===== src/rtl/serial_cla_ctrl.sv =====
// Nibble-serial adder/subtractor: one 4-bit carry-lookahead slice is reused
// LSB nibble first, with a carry register linking consecutive nibbles.
module serial_cla_ctrl #(
    parameter int WIDTH = 16
) (
    input  logic             clk,
    input  logic             rst_n,
    input  logic             start,
    input  logic [WIDTH-1:0] a,
    input  logic [WIDTH-1:0] b,
    input  logic             cin,
    input  logic             op_sub,
    output logic             busy,
    output logic             done,
    output logic [WIDTH-1:0] sum,
    output logic             cout,
    output logic             ovf
);
    localparam int NIB = WIDTH / 4;
    localparam int CW  = $clog2(NIB);
    localparam logic [CW-1:0] LAST_NIB = CW'(NIB - 1);

    localparam logic [1:0] IDLE = 2'd0;
    localparam logic [1:0] RUN  = 2'd1;
    localparam logic [1:0] DONE = 2'd2;

    logic [1:0]       state_q, state_d;
    logic [CW-1:0]    cnt_q, cnt_d;
    logic             carry_q, carry_d;
    logic [WIDTH-1:0] a_q, a_d;
    logic [WIDTH-1:0] b_q, b_d;
    logic [WIDTH-1:0] sum_q, sum_d;
    logic             cout_q, cout_d;
    logic             ovf_q, ovf_d;

    logic [CW+1:0] nib_base;
    logic [3:0]    nib_a, nib_b, p, g, slice_s;
    logic [4:0]    c;

    assign nib_base = {cnt_q, 2'b00};
    assign nib_a    = a_q[nib_base +: 4];
    assign nib_b    = b_q[nib_base +: 4];

    // The shared 4-bit carry-lookahead slice.
    assign p    = nib_a ^ nib_b;
    assign g    = nib_a & nib_b;
    assign c[0] = carry_q;
    assign c[1] = g[0] | (p[0] & c[0]);
    assign c[2] = g[1] | (p[1] & g[0]) | (p[1] & p[0] & c[0]);
    assign c[3] = g[2] | (p[2] & g[1]) | (p[2] & p[1] & g[0])
                | (p[2] & p[1] & p[0] & c[0]);
    assign c[4] = g[3] | (p[3] & g[2]) | (p[3] & p[2] & g[1])
                | (p[3] & p[2] & p[1] & g[0]) | (p[3] & p[2] & p[1] & p[0] & c[0]);
    assign slice_s = p ^ c[3:0];

    // Only the nibble addressed by the counter is rewritten; the rest hold.
    for (genvar gi = 0; gi < NIB; gi++) begin : g_sum_nib
        assign sum_d[gi*4 +: 4] = (state_q == RUN && cnt_q == CW'(gi))
                                ? slice_s : sum_q[gi*4 +: 4];
    end

    always_comb begin
        state_d = state_q;
        cnt_d   = cnt_q;
        carry_d = carry_q;
        a_d     = a_q;
        b_d     = b_q;
        cout_d  = cout_q;
        ovf_d   = ovf_q;
        case (state_q)
            IDLE: begin
                if (start) begin
                    state_d = RUN;
                    cnt_d   = '0;
                    a_d     = a;
                    // Subtract is A + ~B + 1, so cin is irrelevant there.
                    b_d     = op_sub ? ~b : b;
                    carry_d = op_sub ? 1'b1 : cin;
                end
            end
            RUN: begin
                carry_d = c[4];
                if (cnt_q == LAST_NIB) begin
                    cout_d  = c[4];
                    ovf_d   = c[3] ^ c[4];
                    state_d = DONE;
                end else begin
                    cnt_d = cnt_q + 1'b1;
                end
            end
            DONE:    state_d = IDLE;
            default: state_d = IDLE;
        endcase
    end

    always_ff @(posedge clk or negedge rst_n) begin
        if (!rst_n) begin
            state_q <= IDLE;
            cnt_q   <= '0;
            carry_q <= 1'b0;
            a_q     <= '0;
            b_q     <= '0;
            sum_q   <= '0;
            cout_q  <= 1'b0;
            ovf_q   <= 1'b0;
        end else begin
            state_q <= state_d;
            cnt_q   <= cnt_d;
            carry_q <= carry_d;
            a_q     <= a_d;
            b_q     <= b_d;
            sum_q   <= sum_d;
            cout_q  <= cout_d;
            ovf_q   <= ovf_d;
        end
    end

    assign busy = (state_q != IDLE);
    assign done = (state_q == DONE);
    assign sum  = sum_q;
    assign cout = cout_q;
    assign ovf  = ovf_q;

endmodule


===== config.mk =====
export PLATFORM = sky130hd
export DESIGN_NAME = serial_cla_ctrl
export DESIGN_NICKNAME = d
export VERILOG_FILES = /design/src/rtl/serial_cla_ctrl.sv
export SDC_FILE = /design/constraint.sdc
export NUM_CORES = 1
export LEC_CHECK = 0
export ABC_AREA = 1
export CAP_MARGIN = 20
export CORE_MARGIN = 4
export CORE_UTILIZATION = 47
export CTS_BUF_LIST = sky130_fd_sc_hd__clkbuf_8
export CTS_CLUSTER_SIZE = 20
export DETAILED_ROUTE_END_ITERATION = 7
export DONT_BUFFER_PORTS = 1
export SLEW_MARGIN = 30
export SYNTH_ARGS = -nofsm -noshare
export SYNTH_HDL_FRONTEND = slang
export SYNTH_SLANG_ARGS = --single-unit
export TNS_END_PERCENT = 50

===== constraint.sdc =====
create_clock -name clk -period 2.1 [get_ports clk]
set_input_delay 0.21 -clock clk [delete_from_list [all_inputs] [get_ports clk]]
set_output_delay 0.21 -clock clk [all_outputs]
set_load 0.02 [all_outputs]

==> summary.md, run 1 <==
| Metric | Value |
|---|---|
| Status | completed |
| Clock power frac | 0.137 |
| Ys async rst share | 1.00 |
| Rows | 27 |
| Finish-stage setup viols | 0 |
| Placed insts | 379 |
| Vias in the first global route | ~1900 |
| Unique masters post-synth | 26 |
| Cell area after synthesis | 0.00270 sq mm |
| Max FO, Critical Path | 18 |
| Worst path max stage delay | about 0.41 ns |
| CTS Buffer Depth | 2 |
| Critical R2R Capture | sum[6] |
| Io pins | 57 |
| Worst slew pin tran | between 0.4 and 0.5 ns |
| Hold slack | 0.0145 ns |
| Routed length per instance | around 14 um |
| Critical path arrival | 2.16 ns |
| Sequential Power Share | 0.355 |
| Ys flop type | dfrtp_1 |
| H-tree depth | 2 |
| First-pass GRT wire length | approximately 9000 um |
| DRC | 0 |
| Dpl hpwl | roughly 3900 um |
| Final Cycle Share | 0.939 |
| Met3 Use GR | 0.0395 |
| Slew margin rel. | 0.721 |
| Synth cell count leaders | nand2_1, dfrtp_1, o21ai_0 |
| RSZ-0062 raised after global routing | true |
| Placed Area | between 0.002 and 0.003 sq mm |
| Core Footprint | 0.00554 sq mm |
| Die width | approximately 84 um |
| CTS Sinks | 55 |
| Reg clk slew, reported paths | 0.10 ns |
| Critical path launch point type | register |
| Final non-filler cell total | between 300 and 400 |
| Syn Area/Cell | between 8 and 9 sq um |
| Final WL | around 5500 um |
| Worst Hold Class | in2reg |
| EDFF count, synth | 0 |
| Global Route Usage Sum | 0.157 |
| Final Total Pwr | 5.92 mW |
| Peak supply drop | roughly 0.00098 V |
| Layout cells sized above 1 | 0.110 |
| CTS Buf Count | 5 |
| Die ar. | around 0.0070 sq mm |
| Comb pwr share | 0.508 |
| Worst Hold End | a_q[1] |
| Met2 usage | 0.242 |
| Iter 0 DRT Violations | between 80 and 90 |
| DR vias | 1955 |
| Height of the die | 83.8 um |
| Dominant cells by area after synthesis | dfrtp_1, nand2_1, o21ai_0 |
| Initial Utilization | 0.487 |
| Largest net degree at the start of global routing | 56 |
| Fin area | ~0.003 sq mm |
| Top-area cell type share of the netlist area | 0.510 |
| Worst reg-to-reg setup slack | about 0.13 ns |
| Critical-path top delay cell | dfrtp_1 |
| Leak Pwr | approximately 1.5 nW |
| Setup CP Type | reg2reg |
| GR peak layer | met2 |
| Vias per cell | 5.01 |
| GR Util met1 | 0.223 |
| CTS root buf | clkbuf_8 |
| Total global routing overflow | 0 |
| Cell with the most instances after synthesis | nand2_1 |
| Max frequency | 507 MHz |
| Max-cap viol count | 0 |
| Crit path top cell by count | nand3_1 |
| Worst Hold Depth | 2 |
| Drt pass-1 iters | 4 |
| Switch Pwr | between 2 and 3 mW |
| Leading area contributor after synthesis | dfrtp_1 |
| CP cell instances | inv_2 -> buf_12 -> nand2_1 -> a32oi_2 -> ha_1 -> nand3_1 -> nand3_1 -> xnor2_1 -> buf_4 -> o21ai_0 |
| Int Pwr | ~3.2 mW |
| Gpl congestion | between 0.8 and 0.9 |
| Hold Startpoint | a[1] |
| Sw Ratio | 0.452 |
| Fin. Hold Viols | 0 |
| Tmin final | between 1.5 and 2 ns |
| Worst reg2reg path startpoint | cnt_q[0] |
| Synth Warn # | 0 |
| Layout area overhead | 11.1% |
| Sequential area share after synthesis | 0.510 |
| Later-pin clock latency in the skew report | roughly 0.3 ns |
| Setup Total Neg Slack | 0 ns |
| Initial antenna violation count | 0 |
| Mapped Cells | roughly 310 |
| Power Dens Cells | about 2000 mW/mm^2 |
| Crit. End Element | register |
| Post-Syn Nets | 360 |
| Final Net Count | 363 |
| Skew final | between 0.006 and 0.007 ns |
| IO buf count | 0 |
| WP data required | approximately 2.3 ns |
| Post-DRT Antenna Nets | 0 |
| TritonCTS clock tree | built |
| Flip-flop and latch count after synthesis | 55 |
| Diode count | 0 |
| Max Slew Vio Count | 0 |
| R2R cell count | 10 |
area by class of cell:
type	instances	area [sq um]
clock buffers	5	68.8
clock inverters	3	63.8
fillers	540	2540
inverters	20	77.6
multi-input cells	227	1220
flip-flops and latches	55	1380
well taps	72	90.1
repair buffers	8	98.8
cells by family after synthesis:
group / after synthesis / synth area share
AND/OR/NAND/NOR: 147 / 0.225
adder cells (fa/ha/maj): 9 / 0.0445
AO/OA/AOI/OAI: 53 / 0.105
buffers and inverters: 32 / 0.0575
XOR/XNOR: 18 / 0.0584
flip-flops: 55 / 0.510
power groups by stage:
stage                     sequential, mW  clock [mW]  combinational, mW
after global placement              2.13           0               2.63
after floorplan                     2.02           0               2.04
final                               2.11       0.809               3.01
after detailed placement            2.13           0               2.68
after global routing                2.17       0.871               3.43
after CTS                           2.11       0.826               2.72
per-layer routing:
| layer | vias to the layer above | routed length (um) |
|---|---|---|
| met5 | - | 0 |
| met4 | 0 | 58 |
| met3 | 6 | 269 |
| met2 | 52 | 2510 |
| met1 | 889 | 2630 |
| li1 | 1008 | - |
flip-flops by register name, indices dropped and copies added (netlist names):
signal   cells
a_q         16
b_q         16
sum         16
cnt_q        2
state_q      2
carry_q      1
cout         1
ovf          1
layout by cell type, fill, tap and decap left out:
cell type and instances:
buf_6 1, ha_4 1, o22ai_2 2, inv_4 1, buf_12 1, nand3_1 13
xnor2_2 1, clkbuf_8 5, a32oi_2 2, buf_16 1, dlygate4sd3_1 1, nor2_4 2
xnor2_1 17, ha_1 7, nor2_8 1, o21ai_1 6, nor2_1 15, buf_4 4
a21oi_1 5, nand2_2 2, o22ai_1 4, nand2_1 112, nand2_4 1, o21ai_0 33
o21ai_2 1, bufinv_16 2, dfrtp_1 55, nor2_2 1, fa_1 1, inv_2 6
inv_1 14
worst max path at each step:
stage	end	slack, ns	cells past startpoint	from
after CTS	sum[13]	-0.002	8	cnt_q[1]
after detailed placement	sum[13]	0.03	8	cnt_q[1]
after floorplan	sum[11]	0.03	12	cnt_q[0]
after global routing	sum[6]	-0.04	10	cnt_q[0]
final	sum[6]	0.13	10	cnt_q[0]
after global placement	sum[13]	0.02	8	cnt_q[1]
worst max-delay path, delay by kind of cell (launching register included):
kind                       cells  cell delay, ns
DFF                            1            0.41
AOI/OAI and AO/OA              2            0.29
and+or+nand+nor                3            0.28
xor gates and xnor gates       1            0.18
buffers and inverters          3            0.40
adders and majority gates      1            0.29
through the flow:
step / util / worst slack [ns]
floorplan: - / 0.0304
global placement: 0.499 / 0.0170
detailed placement: 0.499 / 0.0267
CTS: 0.529 / -0.00234
global route: 0.541 / -0.0374
finish: 0.541 / 0.127
repair_timing:
item | 4_1_cts | 5_1_grt
pin swaps | 0 | 2
setup endpoints to repair | 1 | 14
hold buffers | 2 | 0
resized for setup | 0 | 16
buffers inserted | 0 | 1
hold endpoints to repair | 55 | 0
Note: power is estimated with default switching activity, not from simulation.
==> run 2: changes to the inputs <==
--- a/config.mk
+++ b/config.mk
@@ -5,7 +5,6 @@
 export SDC_FILE = /design/constraint.sdc
 export NUM_CORES = 1
 export LEC_CHECK = 0
-export ABC_AREA = 1
 export CAP_MARGIN = 20
 export CORE_MARGIN = 4
 export CORE_UTILIZATION = 47
==> summary.md, run 2 <==
| Metric | Value |
|---|---|
| Total global routing overflow | 0 (unchanged) |
| Height of the die | 82.8 um (was 83.8 um) |
| Unique masters post-synth | 29 (was 26) |
| Failing checks | setup timing |
| WP data required | 2.28 ns (about the same) |
| Post-Syn Nets | 266 (was 360) |
| Tmin final | 2.36 ns (was 1.97 ns) |
| DR vias | 1686 (was 1955) |
| Ys async rst share | 1.00 (unchanged) |
| Finish-stage setup viols | 11 (was 0) |
| Setup Total Neg Slack | -2.45 ns (was 0 ns) |
| Leading area contributor after synthesis | dfrtp_1 (unchanged) |
| Io pins | 57 (unchanged) |
| Post-DRT Antenna Nets | 0 (unchanged) |
| Sequential area share after synthesis | 0.523 (was 0.510) |
| Worst reg2reg path startpoint | cnt_q[0] (unchanged) |
| Most frequent cells in the layout | dfrtp_1, nor2_1, buf_4, nand2_1, mux2_2 (was nand2_1, dfrtp_1, o21ai_0, xnor2_1, nor2_1) |
| Slew margin rel. | 0.734 (was 0.721) |
| Final Cycle Share | 1.12 (was 0.939) |
| Final worst slack | -0.256 ns (was 0.127 ns) |
| Ys flop type | dfrtp_1 (unchanged) |
| Final WL | 5370 um (was 5470 um) |
| Status | finished, violations left (was completed) |
| Placed insts | 298 (was 379) |
| H-tree depth | 2 (unchanged) |
| Max-cap viol count | 0 (unchanged) |
| CTS Buffer Depth | 2 (unchanged) |
| Dominant cells by area after synthesis | dfrtp_1, mux2_2, mux4_2 (was dfrtp_1, nand2_1, o21ai_0) |
| Critical path arrival | 2.53 ns (was 2.16 ns) |
| Die ar. | 0.00686 sq mm (was 0.00702 sq mm) |
| Worst Hold Class | in2reg (unchanged) |
| Setup CP Type | reg2reg (unchanged) |
| Initial Utilization | 0.499 (was 0.487) |
| Mapped Cells | 220 (was 314) |
| Diode count | 0 (unchanged) |
| Global Route Usage Sum | 0.158 (was 0.157) |
| Rows | 26 (was 27) |
| EDFF count, synth | 0 (unchanged) |
| R2R cell count | 8 (was 10) |
| Area of the multi-input gates | 0.00122 sq mm (about the same) |
| Core Footprint | 0.00527 sq mm (was 0.00554 sq mm) |
| Layout area overhead | 15.6% (was 11.1%) |
| Syn Area/Cell | 12.0 sq um (was 8.60 sq um) |
| Final non-filler cell total | 316 (was 390) |
| Crit. End Element | register (unchanged) |
| Skew final | 0.00400 ns (was 0.00675 ns) |
| DRC | 0 (unchanged) |
| CTS Sinks | 55 (unchanged) |
| Fin area | 0.00304 sq mm (was 0.00300 sq mm) |
| Drt pass-1 iters | 4 (unchanged) |
| Synth Warn # | 0 (unchanged) |
| TritonCTS clock tree | built (unchanged) |
| Max frequency | 424 MHz (was 507 MHz) |
| Worst reg-to-reg setup slack | -0.26 ns (was 0.13 ns) |
| Routed length per instance | 17.0 um (was 14.0 um) |
| Gpl congestion | 0.739 (was 0.833) |
| Later-pin clock latency in the skew report | 0.30 ns (about the same) |
| Max FO, Critical Path | 6 (was 18) |
| Critical R2R Capture | sum[15] (was sum[6]) |
| Cell area after synthesis | 0.00263 sq mm (was 0.00270 sq mm) |
| Largest net degree at the start of global routing | 56 (unchanged) |
| CTS Buf Count | 5 (unchanged) |
| Commonest non-fill, non-tap cell in the layout | dfrtp_1 (was nand2_1) |
| Critical path launch point type | register (unchanged) |
| Worst Hold End | a_q[11] (was a_q[1]) |
| Layout cells sized above 1 | 0.305 (was 0.110) |
| Register area | 0.00138 sq mm (about the same) |
| RSZ-0062 raised after global routing | true (unchanged) |
| Dpl hpwl | 3850 um (was 3920 um) |
| Fin. Hold Viols | 0 (unchanged) |
| First-pass GRT wire length | 8830 um (was 9030 um) |
| Vias per cell | 5.34 (was 5.01) |
| CTS root buf | clkbuf_8 (unchanged) |
| Die width | 82.8 um (was 83.8 um) |
| Top-area cell type share of the netlist area | 0.523 (was 0.510) |
| Synth cell count leaders | dfrtp_1, nor2_1, nand2_1 (was nand2_1, dfrtp_1, o21ai_0) |
| Initial antenna violation count | 0 (unchanged) |
| IO buf count | 0 (unchanged) |
| Hold Startpoint | a[11] (was a[1]) |
| Vias in the first global route | 1783 (was 1870) |
| Placed Area | 0.00276 sq mm (unchanged) |
| Cell with the most instances after synthesis | dfrtp_1 (was nand2_1) |
| Fill cells | 467 (was 540) |
| Final Net Count | 291 (was 363) |
| Iter 0 DRT Violations | 77 (was 89) |
| Worst slew pin tran | 0.398 ns (was 0.417 ns) |
| Flip-flop and latch count after synthesis | 55 (unchanged) |
| Worst Hold Depth | 1 (was 2) |
| Reg clk slew, reported paths | 0.09 ns (was 0.10 ns) |
| Max Slew Vio Count | 0 (unchanged) |
run 2: cell types whose count changed after synthesis, sizes merged, moves of 3 or more:
cell    before  now
nand2      115   20
xor2         0    3
mux2         0   17
nor2        19   24
nand3       13    0
clkbuf       4    1
a21oi        5   21
mux4         0    8
inv         19    8
o22ai        6    0
o21ai       40   19
run 2: worst max path at each step:
| stage | startpoint | end | slack, ns | cells after the start |
|---|---|---|---|---|
| 2_1_floorplan | cnt_q[0] | sum[3] | -0.15 | 7 |
| 3_3_place_gp | cnt_q[0] | sum[11] | -0.33 | 6 |
| 4_1_cts | cnt_q[0] | ovf | -0.24 | 9 |
| 6_report | cnt_q[0] | sum[15] | -0.26 | 8 |
| 5_1_grt | cnt_q[0] | sum[14] | -0.34 | 8 |
| 3_5_place_dp | cnt_q[0] | sum[3] | -0.43 | 6 |
run 2: cell families after synthesis:
kind of cell,after synthesis,share of synthesized area
compound gates,44,0.0961
xor+xnor,19,0.0632
fa+ha+maj,9,0.0457
buf+inv,18,0.0461
flops,55,0.523
mux,25,0.141
simple gates,50,0.0846
run 2: metrics by stage:
step                 util  hold slack [ns]  worst slack (ns)
finish              0.577           0.0508            -0.256
global route        0.577           0.0278            -0.340
CTS                 0.573           0.0467            -0.235
detailed placement  0.524          -0.0844            -0.428
global placement    0.524          -0.0842            -0.326
floorplan               -          -0.0856            -0.153
run 2: metal layers:
metal	vias to the layer above	track usage	share of wire
li1	793	-	-
met1	831	0.187	0.41
met2	50	0.264	0.52
met3	12	0.0604	0.058
met4	0	0.0520	0.018
met5	-	0	0
run 2: worst max-delay path: stages (launching register included):
cell     delay (ns)
dfrtp_2        0.42
buf_4          0.13
mux4_2         0.53
ha_4           0.26
a211o_1        0.30
a21oi_4        0.18
buf_6          0.13
xor2_4         0.19
o21ai_1        0.08
run 2: cell type report:
type | count | area share
well taps | 70 | 0.0288
repair buffers | 28 | 0.0802
multi-input cells | 147 | 0.402
clock inverters | 3 | 0.00411
inverters | 8 | 0.00987
flip-flops and latches | 55 | 0.453
clock buffers | 5 | 0.0226
run 2: repair_timing:
action                                  4_1_cts  5_1_grt
endpoints found under the hold margin        55        0
endpoints found under the setup margin       15       18
hold buffers                                  2        0
resized for setup                            16       12
pin swaps                                     3        4
setup buffers                                 7        1
Power of run 2 is left out: the tool's default activity adds up to more than one toggle a clock period on the data nets, which glitch-free logic cannot reach.
